--- src/rtl/inst_fetch_unit_pkg.sv ---
// ---------------------------------------------------------------------------
// inst_fetch_unit_pkg
// Shared widths and FSM state encoding for the instruction-fetch adapter.
//   INST_ADDR_W : core fetch address width (byte address)
//   INST_W      : instruction word width
//   WORD_ADDR_W : width of a word address (byte address without bits [1:0])
//   if_state_e  : fetch FSM states (IDLE, FETCH, ABORT), 2-bit encoding
// ---------------------------------------------------------------------------
package inst_fetch_unit_pkg;

    localparam int INST_ADDR_W = 32;
    localparam int INST_W      = 32;
    localparam int WORD_ADDR_W = INST_ADDR_W - 2;

    typedef enum logic [1:0] {
        IF_IDLE  = 2'b00,
        IF_FETCH = 2'b01,
        IF_ABORT = 2'b10
    } if_state_e;

    // Byte address of byte `idx` inside word `word_addr`.
    function automatic logic [INST_ADDR_W-1:0] byte_addr(
        input logic [WORD_ADDR_W-1:0] word_addr,
        input logic [1:0]             idx
    );
        return {word_addr, idx};
    endfunction

endpackage

--- src/rtl/inst_fetch_unit.sv ---
// ---------------------------------------------------------------------------
// inst_fetch_unit
// Serves the core's 32-bit instruction fetch from a byte-wide handshaked
// memory. Four bytes are assembled little-endian into a one-entry word
// buffer; while the requested word is not in the buffer, stallreq_if is high.
//
// Ports:
//   clk         in   rising-edge clock
//   rst         in   synchronous reset, active-low
//   rom_ce      in   core fetch enable
//   rom_addr    in   core fetch byte address (bits [1:0] ignored)
//   rom_inst    out  instruction word, valid when rom_ce=1 and stallreq_if=0
//   stallreq_if out  stall request to ctrl (combinational)
//   mem_rd      out  byte read request (decoded from registered state)
//   mem_addr    out  byte address of the current read
//   mem_rdata   in   read data, valid when mem_ready=1
//   mem_ready   in   byte acknowledge, may respond in the same cycle as mem_rd
// ---------------------------------------------------------------------------
module inst_fetch_unit
    import inst_fetch_unit_pkg::*;
(
    input  logic                   clk,
    input  logic                   rst,
    input  logic                   rom_ce,
    input  logic [INST_ADDR_W-1:0] rom_addr,
    output logic [INST_W-1:0]      rom_inst,
    output logic                   stallreq_if,
    output logic                   mem_rd,
    output logic [INST_ADDR_W-1:0] mem_addr,
    input  logic [7:0]             mem_rdata,
    input  logic                   mem_ready
);

    if_state_e              state, state_next;
    logic [1:0]             k;
    logic [WORD_ADDR_W-1:0] req_addr;
    logic [23:0]            asm_data;
    logic                   buf_valid;
    logic [WORD_ADDR_W-1:0] buf_addr;
    logic [INST_W-1:0]      buf_data;

    logic hit;
    logic redirect;
    logic start;
    logic accept;
    logic done;

    // Outputs toward the core are forced quiet while reset is asserted.
    assign hit         = rst & rom_ce & buf_valid & (buf_addr == rom_addr[INST_ADDR_W-1:2]);
    assign rom_inst    = hit ? buf_data : '0;
    assign stallreq_if = rst & rom_ce & ~hit;

    // The core moved away from the word being fetched (branch or flush).
    assign redirect = ~rom_ce | (rom_addr[INST_ADDR_W-1:2] != req_addr);

    // Next-state and memory-side decode. mem_rd/mem_addr depend on registered
    // state only, so there is no combinational path from rom_addr to memory.
    always_comb begin
        // NOTE: every output of this block gets a default first so no latch is inferred.
        state_next = state;
        start      = 1'b0;
        accept     = 1'b0;
        done       = 1'b0;
        mem_rd     = 1'b0;
        mem_addr   = '0;
        unique case (state)
            IF_IDLE: begin
                if (rom_ce && !hit) begin
                    start      = 1'b1;
                    state_next = IF_FETCH;
                end
            end
            IF_FETCH: begin
                mem_rd   = 1'b1;
                mem_addr = byte_addr(req_addr, k);
                if (mem_ready) begin
                    // An accepted byte belongs to the old request; completion
                    // of byte 3 takes priority over a redirect.
                    accept = 1'b1;
                    if (k == 2'd3) begin
                        done       = 1'b1;
                        state_next = IF_IDLE;
                    end else if (redirect) begin
                        state_next = IF_ABORT;
                    end
                end else if (redirect) begin
                    state_next = IF_ABORT;
                end
            end
            IF_ABORT: begin
                // One idle bus cycle, then a fresh miss restarts at byte 0.
                state_next = IF_IDLE;
            end
            default: state_next = IF_IDLE;
        endcase
    end

    always_ff @(posedge clk) begin
        // NOTE: sequential state uses non-blocking assignments so every register samples pre-edge values.
        if (!rst) begin
            state <= IF_IDLE;
        end else begin
            state <= state_next;
        end
    end

    // Control registers: byte index and buffer valid are reset.
    always_ff @(posedge clk) begin
        if (!rst) begin
            k         <= 2'd0;
            buf_valid <= 1'b0;
        end else begin
            if (start) begin
                k <= 2'd0;
            end else if (accept) begin
                k <= k + 2'd1;
            end
            if (done) begin
                buf_valid <= 1'b1;
            end
        end
    end

    // NOTE: data storage is not reset; it is only ever observed through buf_valid or the FETCH state.
    always_ff @(posedge clk) begin
        if (start) begin
            req_addr <= rom_addr[INST_ADDR_W-1:2];
        end
        if (accept) begin
            unique case (k)
                2'd0: asm_data[7:0]   <= mem_rdata;
                2'd1: asm_data[15:8]  <= mem_rdata;
                2'd2: asm_data[23:16] <= mem_rdata;
                2'd3: begin
                    buf_data <= {mem_rdata, asm_data};
                    buf_addr <= req_addr;
                end
                default: ;
            endcase
        end
    end

endmodule

--- config.mk ---
export PLATFORM = sky130hd
export DESIGN_NAME = inst_fetch_unit
export DESIGN_NICKNAME = d
export VERILOG_FILES = /design/src/rtl/inst_fetch_unit_pkg.sv /design/src/rtl/inst_fetch_unit.sv
export SDC_FILE = /design/constraint.sdc
export NUM_CORES = 1
export LEC_CHECK = 0
export CORE_AREA = 2 2 93 162
export CTS_BUF_LIST = sky130_fd_sc_hd__clkbuf_16
export CTS_CLUSTER_SIZE = 14
export DETAILED_ROUTE_END_ITERATION = 8
export DIE_AREA = 0 0 95 164
export SLEW_MARGIN = 40
export SYNTH_ARGS = -nofsm -noshare
export SYNTH_HDL_FRONTEND = slang
export SYNTH_SLANG_ARGS = --single-unit
--- constraint.sdc ---
create_clock -name clk -period 7.5 [get_ports clk]
set_input_delay 0.75 -clock clk [delete_from_list [all_inputs] [get_ports clk]]
set_output_delay 0.75 -clock clk [all_outputs]
set_load 0.02 [all_outputs]
# Word level (Yosys, flattened, before mapping)
# Index checks and enable logic that the tools add are counted.
[op_classes]
add_sub_neg = 1
n_mul = 0
div_mod_pow = 0
magnitude_cmp = 0
n_eq_ne = 7
shifts = 0
mux = 15
bitwise_logic = 8
n_reduce_logical = 9
[op_table]
columns = ["operator", "count"]
rows = [
  ["$mux W32", 2],
  ["$eq A30 B30 Y1", 1],
  ["$ne A30 B30 Y1", 1],
  ["$mux W1", 8],
  ["$mux W2", 4],
  ["$reduce_and A2 Y1", 4],
  ["$and A1 B1 Y1", 4],
  ["$eq A2 B1 Y1 const B", 2],
  ["$eq A2 B2 Y1 const B", 2],
  ["$logic_not A2 Y1", 2],
  ["$pmux W2 S2", 1],
  ["$not A1 Y1", 3],
  ["$add A2 B1 Y2 const B", 1],
  ["$ne A2 B2 Y1 const B", 1],
  ["$reduce_or A2 Y1", 1],
  ["$logic_and A1 B1 Y1", 1],
  ["$logic_not A1 Y1", 1],
  ["$or A1 B1 Y1", 1],
]
[totals]
reg_bits = 121
latchBits = 0
ram_bits = 0
mem_bits_ro = 0
in_bits = 44
output_inout_bits = 66
elab_cells = 49
memories = 0

# Depth between registers and ports, before layout
# Gate-level depths: netlist of run 1.
[logic_depth]
depth_word = 8
mapped_depth = 6
ltp_nobuf = 5

# Least setup slack after synthesis of run 1
# OpenSTA, ideal clock, no wires.
[synth_timing]
path_type = "input -> register"
start = "in rom_addr[30]"
end = "reg req_addr[0], enable pin"
setup_ps = 455
arrival_time_ps = 3416
required_ps = 7045
path_slack_ps = 3629
stages = 6
path_buffers = 1
path_cell_list = "xor2_1 -> nor3_1 -> nand4_1 -> nor4_4 -> clkbuf_2 -> nor3_1"
[synth_between]
elab_chain_len = 6
[synth_lines]
columns = ["element", "line", "rtl"]
rows = [
  ["start, declared", "inst_fetch_unit.sv:25", "input logic [INST_ADDR_W-1:0] rom_addr,"],
  ["$eq A30 B30 Y1", "inst_fetch_unit.sv:49", "assign hit = rst & rom_ce & buf_valid & (buf_addr == rom_addr[INST_ADDR_W-1:2]);"],
  ["$and A1 B1 Y1", "inst_fetch_unit.sv:49", ""],
  ["$logic_not A1 Y1", "inst_fetch_unit.sv:68", "if (rom_ce && !hit) begin"],
  ["$logic_and A1 B1 Y1", "inst_fetch_unit.sv:68", ""],
  ["$mux W1", "inst_fetch_unit.sv:68", ""],
  ["$mux W1", "inst_fetch_unit.sv:66", "unique case (state)"],
  ["net start", "inst_fetch_unit.sv:44", "logic start;"],
  ["end signal, assigned", "inst_fetch_unit.sv:127", "req_addr <= rom_addr[INST_ADDR_W-1:2];"],
  ["end, declared", "inst_fetch_unit.sv:36", "logic [WORD_ADDR_W-1:0] req_addr;"],
]
# The timed path passes the listed nets, and every way through them passes these cells.
# A chain may end at the register's enable or synchronous reset.

# Final worst setup path of run 1
[layout_timing]
start = "in rom_addr[18]"
end = "out rom_inst[2]"
[layout_between]
elab_chain_len = 3
[layout_lines]
columns = ["element", "line", "rtl"]
rows = [
  ["$eq A30 B30 Y1", "inst_fetch_unit.sv:49", ""],
  ["$and A1 B1 Y1", "inst_fetch_unit.sv:49", ""],
  ["$mux W32", "inst_fetch_unit.sv:50", "assign rom_inst = hit ? buf_data : '0;"],
  ["end, declared", "inst_fetch_unit.sv:26", "output logic [INST_W-1:0] rom_inst,"],
]
# No other way between the ends.

==> impl_metrics.tcl, run 1 <==
set metrics [dict create \
    worstMarginPinSlew_ns 0.581 \
    die_x_um 95 \
    dr.pass1.iters 4 \
    synth_commonest_cells "edfxtp_1, and2_1, xnor2_1" \
    start_util 0.342 \
    r2r-end "buf_data[4]" \
    ctsHoldBuffers 0 \
    fillCellCount 1239 \
    path_cells "clkdlybuf4s50_1 -> xor2_1 -> nor4_1 -> nand4_1 -> nor4_4 -> buf_4 -> and2_2 -> clkdlybuf4s50_1" \
    synth.avg_cell_area_um2 16.3 \
    grt_overflow 0 \
    worstPathMaxFanout 37 \
    clock_latency_ns 0.41 \
    cts.sinks 121 \
    maxSlewViolCount 0 \
    grtUsageTotal 0.135 \
    synth_compound_area_frac 0.0105 \
    irDropWorstVdd_mv 0.147 \
    die-area_mm2 0.0156 \
    synthSimpleGateAreaFrac 0.127 \
    yosysWarnings 0 \
    power_density_mw_per_mm2 247 \
    vias 2758 \
    drc 0 \
    die_h_um 164 \
    cts_buffer_depth 2 \
    slew_headroom 0.609 \
    r2r_start "state[0]" \
    cts_made_buffers 17 \
    yosysMostFrequentCell "edfxtp_1" \
    gp_congestion 0.706 \
    wl_mm 9.74 \
    rows 58 \
    cts_max_level 4 \
    first_iter_violations 97 \
    slowest_stage "clkdlybuf4s50_1" \
    synthFlopType "edfxtp_1" \
    setup_tns_ns 0 \
    synth.area.top_cells "edfxtp_1, and2_1, xnor2_1" \
    core_area_mm2 0.0143 \
    hold_class "flop to flop" \
    synth_top_area_share 0.713 \
    fin_crit_ns 4.08 \
    fin_hold_ws_ns 0.417 \
    ios 110 \
    synthXorXnorAreaFrac 0.109 \
    ff2ff_setup_slack_ns 4.80 \
    min_to "buf_data[11]" \
    cts_resized 0 \
    finalHoldViolations 0 \
    synth_top_family_by_area "simple AND/OR/NAND/NOR gates" \
    synth_area_mm2 0.00489 \
    skew_ns 0.0118 \
    fin_crit_sh 0.544 \
    drive_gt1_frac 0.106 \
    wl_per_cell_um 15.8 \
    holdPathStages 0 \
    grt_antenna_before_repair 0 \
    final_antenna_net_count 0 \
    status "finished clean" \
    path_class "input pin to primary output" \
    p_leak_uw 0.00230 \
    critPathArrivalTime_ns 3.33 \
    cp_data_required_time_ns 6.75 \
    yosysTopAreaCell "edfxtp_1" \
    synth_cell_types 26 \
    ys_ff_latch 121 \
    ff2ff_path_depth 4 \
    synth_mux_area_frac 0.00230 \
    endpoint_kind "primary output" \
    grt_pass1_vias 2888 \
    grt_pass1_wl_mm 15.1 \
    port_buffers 107 \
    syn_inst 300 \
    viasPerCell 4.48 \
    postCtsSetupBuffers 0 \
    cts_root_buf "clkbuf_16" \
    path_common_cell "clkdlybuf4s50_1" \
    critical_path.max_stage_delay_ns 0.59 \
    nets 471 \
    clk_pin_slew_ns 0.05 \
    ys_async_sr_fraction 0 \
    fmax_mhz 245 \
    synth_nets 348 \
    grt_max_degree 47 \
    worstHoldStart "asm_data[11]" \
    synth-edff-count 116 \
    n_antenna_cell 0 \
    dpl.hpwl_mm 7.04 \
    synthAdderAreaFrac 0.0102 \
    cts_tree "yes" \
    ys_seq_area_frac 0.733 \
    setup_viol_count_final 0 \
    rsz0062_at_grt "false" \
    setup.worst_path.start_class "input pin" \
    total_power_uw 1680 \
    cap_violations 0 \
    syn_to_final_growth_pct 38.8 \
]
cell families after synthesis:
group | Yosys count
AO/OA/AOI/OAI | 6
AND/OR/NAND/NOR | 98
XOR/XNOR | 61
multiplexers | 1
adder cells (fa/ha/maj) | 4
buffers and inverters | 9
flip-flops | 121
metrics by stage:
| step | area (um2) | setup WS, ns | utilization | std cells |
|---|---|---|---|---|
| 2_1_floorplan | 4890 | 3.63 | - | 300 |
| 3_3_place_gp | 6190 | 3.40 | 0.433 | 584 |
| 3_5_place_dp | 6190 | 3.35 | 0.433 | 584 |
| 4_1_cts | 6780 | 3.35 | 0.475 | 616 |
| 5_1_grt | 6780 | 3.19 | 0.475 | 616 |
| 6_report | 6780 | 3.42 | 0.475 | 616 |
cells in the final DEF (no fill, tap or decap), types with 5 or more instances in the layout:
cell type        count
dfxtp_1              5
xnor2_1             36
clkdlybuf4s50_1    107
and2_1              60
nor4_1               7
clkbuf_16           17
nand4_1             10
xor2_1              25
edfxtp_1           116
critical path, delay by kind of cell:
kind / cells / cell delay (ns)
xor+xnor: 1 / 0.21
buf+inv: 3 / 1.39
simple gates: 4 / 0.97
layout make-up:
type                    instances  area (um2)  share of cell area
repair buffers                111        1100               0.162
flip-flops and latches        121        3580               0.528
multi-input cells             170        1270               0.188
clock buffers                  17         425              0.0627
well taps                     180         225              0.0332
inverters                       2        7.51             0.00111
clock inverters                15         168              0.0247
how the worst max path moves through the flow:
stage / start / endpoint / slack [ns] / cells after the start
2_1_floorplan: rom_addr[30] / req_addr[0] / 3.63 / 6
3_3_place_gp: rom_addr[18] / rom_inst[0] / 3.40 / 8
3_5_place_dp: rom_addr[29] / rom_inst[2] / 3.35 / 8
4_1_cts: rom_addr[29] / rom_inst[2] / 3.35 / 8
5_1_grt: rom_addr[25] / rom_inst[14] / 3.19 / 8
6_report: rom_addr[18] / rom_inst[2] / 3.42 / 8
power breakdown:
part           switching [uW]  internal [uW]  leakage (uW)  total [uW]
clock network             311            497      0.000290         807
logic                    49.9           52.9      0.000905         103
registers                10.3            755       0.00110         765
total                     371           1300       0.00230        1680
state kept, by name, indices dropped and copies added (netlist names):
name,count
buf_data,32
state,2
k,2
buf_addr,30
buf_valid,1
req_addr,30
asm_data,24
metal layers:
metal	vias up	part of all wire	track usage
li1	1336	-	-
met1	1321	0.39	0.148
met2	91	0.54	0.237
met3	10	0.051	0.0408
met4	0	0.014	0.0553
met5	-	0	0
No activity file was read; power rests on OpenSTA's default activity.
==> inputs of run 2 (changes only) <==
==> constraint.sdc (replaced) <==
create_clock -name clk -period 4.23 [get_ports clk]
set_input_delay 0.423 -clock clk [delete_from_list [all_inputs] [get_ports clk]]
set_output_delay 0.423 -clock clk [all_outputs]
set_load 0.02 [all_outputs]
==> run 2 against run 1 <==
- utilization is 0.27 points higher
- largest power group unchanged
- register-to-register slack worse by 2.9 ns
- worst hold slack worse by 0.0012 ns
- clock-buffer cell count stayed put
- clock skew is 0.0049 ns lower
- wire length is 2.6% higher
- critical path type unchanged
- sequential power is 78% higher
==> impl_metrics.tcl, run 2 (synthesis results as in run 1) <==
set metrics [dict create \
    cap_violations 0 \
    drc 0 \
    grt_max_degree 38 \
    die_h_um 164 \
    final_antenna_net_count 0 \
    clk_pin_slew_ns 0.06 \
    maxSlewViolCount 0 \
    fin_ws_ns 0.796 \
    fin_crit_sh 0.812 \
    vias 2771 \
    dr.pass1.iters 4 \
    port_buffers 107 \
    reg.largest.list "buf_data x32, buf_addr x30, req_addr x30" \
    irDropWorstVdd_mv 0.265 \
    placedCellCount 586 \
    viasPerCell 4.48 \
    cts_max_level 4 \
    grt_antenna_before_repair 0 \
    drive_gt1_frac 0.110 \
    cts_buffer_depth 2 \
    pre_cts_ws_ns 0.753 \
    fin_area_mm2 0.00682 \
    finalHoldViolations 0 \
    die_x_um 95 \
    critPathArrivalTime_ns 3.01 \
    rows 58 \
    clock_latency_ns 0.41 \
    wl_per_cell_um 16.2 \
    fmax_mhz 291 \
    worstMarginPinSlew_ns 0.728 \
    grt_overflow 0 \
    start_util 0.342 \
    ctsHoldBuffers 0 \
    stdcell_count 618 \
    worstPathMaxFanout 37 \
    setup.worst_path.start_class "input pin" \
    power_density_mw_per_mm2 446 \
    die-area_mm2 0.0156 \
    postCtsSetupBuffers 0 \
    worstHoldStart "asm_data[11]" \
    cts_root_buf "clkbuf_16" \
    ios 110 \
    final_common_cell "edfxtp_1" \
    hold_class "flop to flop" \
    r2r_start "state[0]" \
    dpl.hpwl_mm 7.16 \
    gp_congestion 0.715 \
    setup_viol_count_final 0 \
    post-route-util 0.477 \
    place_area_mm2 0.00621 \
    skew_ns 0.00688 \
    endpoint_kind "primary output" \
    n_antenna_cell 0 \
    cts_made_buffers 17 \
    cts_tree "yes" \
    top_register "buf_data" \
    p_leak_uw 0.00231 \
    slew_headroom 0.515 \
    largest_reg_flops 32 \
    syn_to_final_growth_pct 39.6 \
    rsz0062_at_grt "false" \
    fin_crit_ns 3.43 \
    path_class "input pin to primary output" \
    cts.sinks 121 \
    status "finished clean" \
    grt_pass1_vias 2924 \
    nets 473 \
    cp_data_required_time_ns 3.81 \
    wl_mm 10.0 \
    first_iter_violations 102 \
    mostFrequentLayoutCells "edfxtp_1, clkdlybuf4s50_1, and2_1, xnor2_1, xor2_1" \
    core_area_mm2 0.0143 \
    startpoint "rom_addr[18]" \
    setup_tns_ns 0 \
    cts_resized 0 \
    grtUsageTotal 0.137 \
    grt_pass1_wl_mm 15.4 \
]
run 2: path summary, 6_finish.rpt:
kind / end / slack [ns] / cells past startpoint
worst max-delay path: rom_inst[0] / 0.80 / 8
worst min-delay path: buf_data[11] / 0.42 / 0
worst max register to register: buf_addr[5] / 1.89 / 4
worst min register to register: buf_data[11] / 0.42 / 0
run 2: report_power, final:
group          switching (uW)  internal [uW]
sequential               18.5           1340
clock                     559            940
combinational            89.8           94.6
run 2: critical path, stage by stage:
cell and delay (ns):
clkdlybuf4s50_1 0.47, xor2_1 0.21, nor4_1 0.39, nand4_1 0.23
nor4_4 0.16, buf_4 0.32, and2_2 0.20, clkdlybuf4s50_1 0.59
run 2: final cells by class:
cell class / instances / area [um2]
Inverter: 2 / 7.51
Clock buffer: 17 / 425
Tap cell: 180 / 225
Timing Repair Buffer: 113 / 1120
Sequential cell: 121 / 3580
Fill cell: 1271 / 7470
Multi-Input combinational cell: 170 / 1270
Clock inverter: 15 / 191
run 2: metrics by stage:
step	power, uW	hold WS (ns)
final	3040	0.416
after detailed placement	1570	0.405
after global routing	3140	0.423
after CTS	3080	0.416
after floorplan	1460	0.400
after global placement	1560	0.401
run 2: metal layers:
layer / share of wire / GRT usage / up-vias
met5: 0 / 0 / -
li1: - / - / 1339
met4: 0.012 / 0.0573 / 0
met1: 0.38 / 0.147 / 1331
met3: 0.048 / 0.0427 / 11
met2: 0.56 / 0.246 / 90
